--- config.mk ---
export PLATFORM = sky130hd
export DESIGN_NAME = instr_fetch
export DESIGN_NICKNAME = d
export VERILOG_FILES = /design/src/rtl/toothless_pkg.sv /design/src/rtl/instr_fetch.sv
export SDC_FILE = /design/constraint.sdc
export NUM_CORES = 1
export LEC_CHECK = 0
export ABC_AREA = 1
export CAP_MARGIN = 20
export CORE_AREA = 2 2 123 125
export CTS_CLUSTER_DIAMETER = 60
export DETAILED_ROUTE_END_ITERATION = 16
export DIE_AREA = 0 0 125 127
export PLACE_DENSITY = 0.7
export SYNTH_ARGS = -nofsm -noshare
export SYNTH_HDL_FRONTEND = slang
export SYNTH_SLANG_ARGS = --single-unit
--- constraint.sdc ---
create_clock -name clk -period 2.4 [get_ports clk]
set_input_delay 0.36 -clock clk [delete_from_list [all_inputs] [get_ports clk]]
set_output_delay 0.36 -clock clk [all_outputs]
set_load 0.02 [all_outputs]
--- src/rtl/toothless_pkg.sv ---
// ============================================================================
// Module      : toothless_pkg
// Description : Shared types and constants for the instruction fetch stage.
// Revision    : 1.0 - initial release
// ============================================================================
`default_nettype none

package toothless_pkg;

  // Fetch FSM states
  typedef enum logic [1:0] {
    IDLE  = 2'd0,
    REQ   = 2'd1,
    RESP  = 2'd2,
    VALID = 2'd3
  } fetch_state_e;

  // Canonical NOP (addi x0, x0, 0) used as the payload of faulted entries
  localparam logic [31:0] INSTR_NOP = 32'h0000_0013;

endpackage : toothless_pkg

`default_nettype wire

--- src/rtl/instr_fetch.sv ---
// ============================================================================
// Module      : instr_fetch
// Description : Single-outstanding instruction fetch stage. Issues one
//               req/gnt/rvalid transaction per instruction, holds the result
//               in an output register for the decoder and pulses pc_en_o
//               when the decoder consumes an entry.
// Revision    : 1.0 - initial release
// ============================================================================
`default_nettype none

module instr_fetch
  import toothless_pkg::*;
#(
  parameter int INSTR_WIDTH = 32,
  parameter int ADDR_WIDTH  = 32
) (
  input  logic                   clk,
  input  logic                   rst_n,
  input  logic [ADDR_WIDTH-1:0]  pc_i,
  input  logic                   flush_i,
  output logic                   instr_req_o,
  output logic [ADDR_WIDTH-1:0]  instr_addr_o,
  input  logic                   instr_gnt_i,
  input  logic                   instr_rvalid_i,
  input  logic [INSTR_WIDTH-1:0] instr_rdata_i,
  input  logic                   instr_err_i,
  output logic [INSTR_WIDTH-1:0] instr_o,
  output logic [ADDR_WIDTH-1:0]  instr_pc_o,
  output logic                   instr_valid_o,
  input  logic                   instr_ready_i,
  output logic                   fetch_err_o,
  output logic                   misaligned_o,
  output logic                   pc_en_o
);

  localparam logic [INSTR_WIDTH-1:0] NOP_WORD = INSTR_WIDTH'(INSTR_NOP);

  fetch_state_e           state;
  fetch_state_e           next_state;

  logic [ADDR_WIDTH-1:0]  pc_q;
  logic                   discard_q;
  logic [INSTR_WIDTH-1:0] instr_q;
  logic [ADDR_WIDTH-1:0]  instr_pc_q;
  logic                   fetch_err_q;
  logic                   misaligned_q;

  logic                   misaligned_pc;
  logic                   drop_resp;

  // A word-misaligned PC never reaches the bus; it becomes a fault entry
  assign misaligned_pc = (pc_i[1:0] != 2'b00);
  // A response is dropped if a flush arrived earlier or arrives with it
  assign drop_resp     = discard_q | flush_i;

  // State register
  always_ff @(posedge clk) begin
    if (!rst_n) begin
      state <= IDLE;
    end else begin
      state <= next_state;
    end
  end

  // Next-state logic
  always_comb begin
    next_state = state;
    case (state)
      IDLE: next_state = REQ;
      REQ: begin
        if (misaligned_pc) begin
          next_state = VALID;
        end else if (instr_gnt_i) begin
          next_state = RESP;
        end
      end
      RESP: begin
        if (instr_rvalid_i) begin
          next_state = drop_resp ? REQ : VALID;
        end
      end
      VALID: begin
        if (flush_i || instr_ready_i) begin
          next_state = REQ;
        end
      end
      default: next_state = IDLE;
    endcase
  end

  // Output decode: bus request, handshake valid and PC-advance pulse
  always_comb begin
    instr_req_o   = 1'b0;
    instr_addr_o  = pc_i;
    instr_valid_o = 1'b0;
    pc_en_o       = 1'b0;
    case (state)
      REQ:   instr_req_o = ~misaligned_pc;
      VALID: begin
        instr_valid_o = 1'b1;
        pc_en_o       = instr_ready_i & ~flush_i;
      end
      default: ;
    endcase
  end

  // Captured PC, discard tracking and the held output entry
  always_ff @(posedge clk) begin
    if (!rst_n) begin
      pc_q         <= '0;
      discard_q    <= 1'b0;
      instr_q      <= NOP_WORD;
      instr_pc_q   <= '0;
      fetch_err_q  <= 1'b0;
      misaligned_q <= 1'b0;
    end else begin
      case (state)
        REQ: begin
          if (misaligned_pc) begin
            instr_q      <= NOP_WORD;
            instr_pc_q   <= pc_i;
            misaligned_q <= 1'b1;
            fetch_err_q  <= 1'b0;
          end else if (instr_gnt_i) begin
            pc_q <= pc_i;
          end
        end
        RESP: begin
          if (instr_rvalid_i) begin
            discard_q <= 1'b0;
            if (!drop_resp) begin
              instr_q      <= instr_err_i ? NOP_WORD : instr_rdata_i;
              instr_pc_q   <= pc_q;
              fetch_err_q  <= instr_err_i;
              misaligned_q <= 1'b0;
            end
          end else if (flush_i) begin
            discard_q <= 1'b1;
          end
        end
        VALID: begin
          if (flush_i || instr_ready_i) begin
            fetch_err_q  <= 1'b0;
            misaligned_q <= 1'b0;
          end
        end
        default: ;
      endcase
    end
  end

  assign instr_o      = instr_q;
  assign instr_pc_o   = instr_pc_q;
  assign fetch_err_o  = fetch_err_q;
  assign misaligned_o = misaligned_q;

endmodule : instr_fetch

`default_nettype wire

==> results by group <==
Status
  – Status: completed

Yosys
  – Syn Inst Count: 717
  – Mapped Area: 5010 um^2
  – Seq cells post-synth: 101
  – Sequential area share after synthesis: 40.4%
  – Synthesized net count: 794
  – Yosys cell types: 23
  – Synth warn: 0
  – Mean Syn Cell Area: 6.98 um^2

CTS
  – Max Root-Sink Buffers: 2
  – Clock net sink count: 101
  – Root Buffer: clkbuf_16
  – Number of H-tree levels: 3
  – CTS clock-pin slew for the worst setup and hold paths: 70 ps
  – Skew-Pair Late Insertion Delay: 350 ps
  – Post-CTS Hold Fix Bufs: 0
  – Post-CTS resize count: 0
  – Setup bufs post-CTS: 0
  – Total CTS buffers: 9
  – CTS tree: yes

Placed design
  – GPL Wtd Cong: 0.797
  – Detailed placement HPWL: 9120 um
  – PortBufs: 171

Finish
  – Nets: 908
  – Commonest non-fill, non-tap cells in the layout: nand2_1 (177), clkdlybuf4s50_1 (170), dfxtp_1 (101), nor2_1 (97), nand3_1 (97)
  – Area Growth Syn to Fin: 36.9%
  – Most common cell after layout, fill and taps aside: nand2_1
  – Layout cells sized above 1: 5.74%
  – Ant diodes: 0

Critical path
  – Setup CP Type: in2out
  – Max incr delay on CP: 630 ps
  – CP Capture Type: primary output
  – CP delay by family, top: buffers and inverters
  – Max Fanout on Critical Path: 3
  – Critical path arrival: 1840 ps
  – Most Frequent Cell on Critical Path: clkdlybuf4s50_1
  – CP required: 2040 ps
  – Buf+Inv Stages, Crit Path: 3
  – CP Launch Type: input pin
  – Worst path slowest cell: clkdlybuf4s50_1
  – Critical-path cell list: clkdlybuf4s50_1 > nor2_2 > nand2_2 > clkinv_2 > clkdlybuf4s50_1

Global route
  – Vias in the first global route: 4414
  – Largest net degree at the start of global routing: 71
  – Congestion Overflow GR: 0
  – Total GRT Usage: 17.1%
  – Global-route wire length before repair: 22400 um
  – Initial antenna violation count: 0

Job
  – MaxCap Viol Count: 0

STA
  – Worst rel slew slack: 48.4%
  – Worst slew pin tran: 774 ps
  – Hold Vio Cnt, Final: 0
  – Setup TNS: 0 ps
  – Worst Hold Margin: 444 ps
  – Fmax: 0.455 GHz
  – RSZ-0062 raised after global routing: no
  – Final Setup Violations: 0
  – Final period utilization: 91.6%
  – Layout Skew: 6.99 ps
  – Tmin final: 2200 ps
  – Final slew viol count: 0

Die
  – # rows: 44
  – Starting Density: 34.7%
  – Die ar.: 15900 um^2
  – Die Span X: 125 um
  – Core Footprint: 14400 um^2
  – Die span in y: 127 um
  – Ports: 172

Routing
  – Vias: 4828
  – Final ANT Viol Nets: 0
  – DRC violations left: 0
  – Drt first-iter violations: 309
  – Routed WL: 13600 um
  – WL per Instance: 13.3 um
  – Vias per std cell: 4.73
  – DRT Pass-1 Iters: 5

Power
  – Pwr dens: 1290 nW/um^2
  – Leak pwr: 2.74 nW
  – VDD IR-drop max: 0.474 mV

Worst hold path
  – Hold WC Path Type: in2reg
## worst min-delay path, cell delays in order
cell	delay, ps
buf_2	90
inv_1	150
a21oi_1	150
## synth_stat cells
library cell	n	share of area (%)
buf_4	34	5.1
inv_1	20	1.5
o211ai_1	1	0.15
nand3b_1	1	0.15
o21ai_0	1	0.10
buf_6	11	2.5
nor2_4	1	0.22
a21oi_1	87	8.7
clkinv_2	1	0.10
dfxtp_1	101	40
nor2_1	97	7.3
nor2_2	1	0.13
buf_1	4	0.30
a211oi_1	1	0.15
nand3_1	97	9.7
inv_2	2	0.15
buf_2	25	2.5
or2_2	1	0.13
a21boi_0	30	4.5
clkbuf_1	14	1.0
ha_1	6	1.5
nand2_1	177	13
nand2_2	4	0.50
## cells by family (layout without fill, tap and decap cells)
logic type | count (synthesis) | in the layout | share of synthesized area (%)
buffers and inverters | 111 | 230 | 13.2
adders and majority gates | 6 | 6 | 1.50
DFF | 101 | 101 | 40.4
AOI/OAI and AO/OA | 120 | 120 | 13.6
and+or+nand+nor | 379 | 379 | 31.4
## path summary, 6_finish.rpt
path | depth (start not counted) | from | slack (ps) | endpoint
worst max-delay path | 5 | pc_i[0] | 200 | instr_req_o
worst min-delay path | 3 | rst_n | 440 | pc_q[5]$_SDFFE_PN0P_
worst max register to register | 9 | state[0]$_SDFFE_PN0P_ | 320 | instr_o[6]$_SDFFE_PN0P_
worst min register to register | 2 | pc_q[0]$_SDFFE_PN0P_ | 450 | pc_q[0]$_SDFFE_PN0P_
## power by group
part	leakage, nW	internal, mW	switching, mW	total [mW]
Clock	0.138	0.813	0.681	1.49
Combinational	1.78	2.07	2.70	4.76
Sequential	0.828	2.31	0.311	2.62
## per-stage QoR
stage                     util, %  power [mW]  instances  cell area (um^2)  setup WS [ps]
after floorplan                 -        5.74        717              5010            816
after CTS                    47.5        8.98       1020              6860            171
final                        47.5        8.88       1020              6860            202
after global routing         47.5        9.57       1020              6860           86.8
after global placement       45.4        7.42       1004              6560            178
after detailed placement     45.4        7.47       1004              6560            182
## state kept, by name, summed over array words and instances, names as in the netlist
register and cells:
discard_q 1, instr_o 32, instr_pc_o 32, fetch_err_o 1, state 2, pc_q 32
misaligned_o 1
## cell type report
cell class,count,area [um^2]
Clock buffer,9,225
Clock inverter,7,75.1
Fill cell,1502,7570
Inverter,23,87.6
Multi-Input combinational cell,505,2330
Sequential cell,101,2020
Tap cell,184,230
Timing Repair Buffer,191,1880
## per-layer routing
| metal | up-vias | GRT usage, % | share of wire, % |
|---|---|---|---|
| li1 | 2522 | - | - |
| met4 | 0 | 6.47 | 1.5 |
| met1 | 2168 | 23.3 | 49 |
| met5 | - | 0 | 0 |
| met2 | 127 | 27.6 | 45 |
| met3 | 11 | 2.68 | 4.4 |
Note: power is estimated with default switching activity, not from simulation.
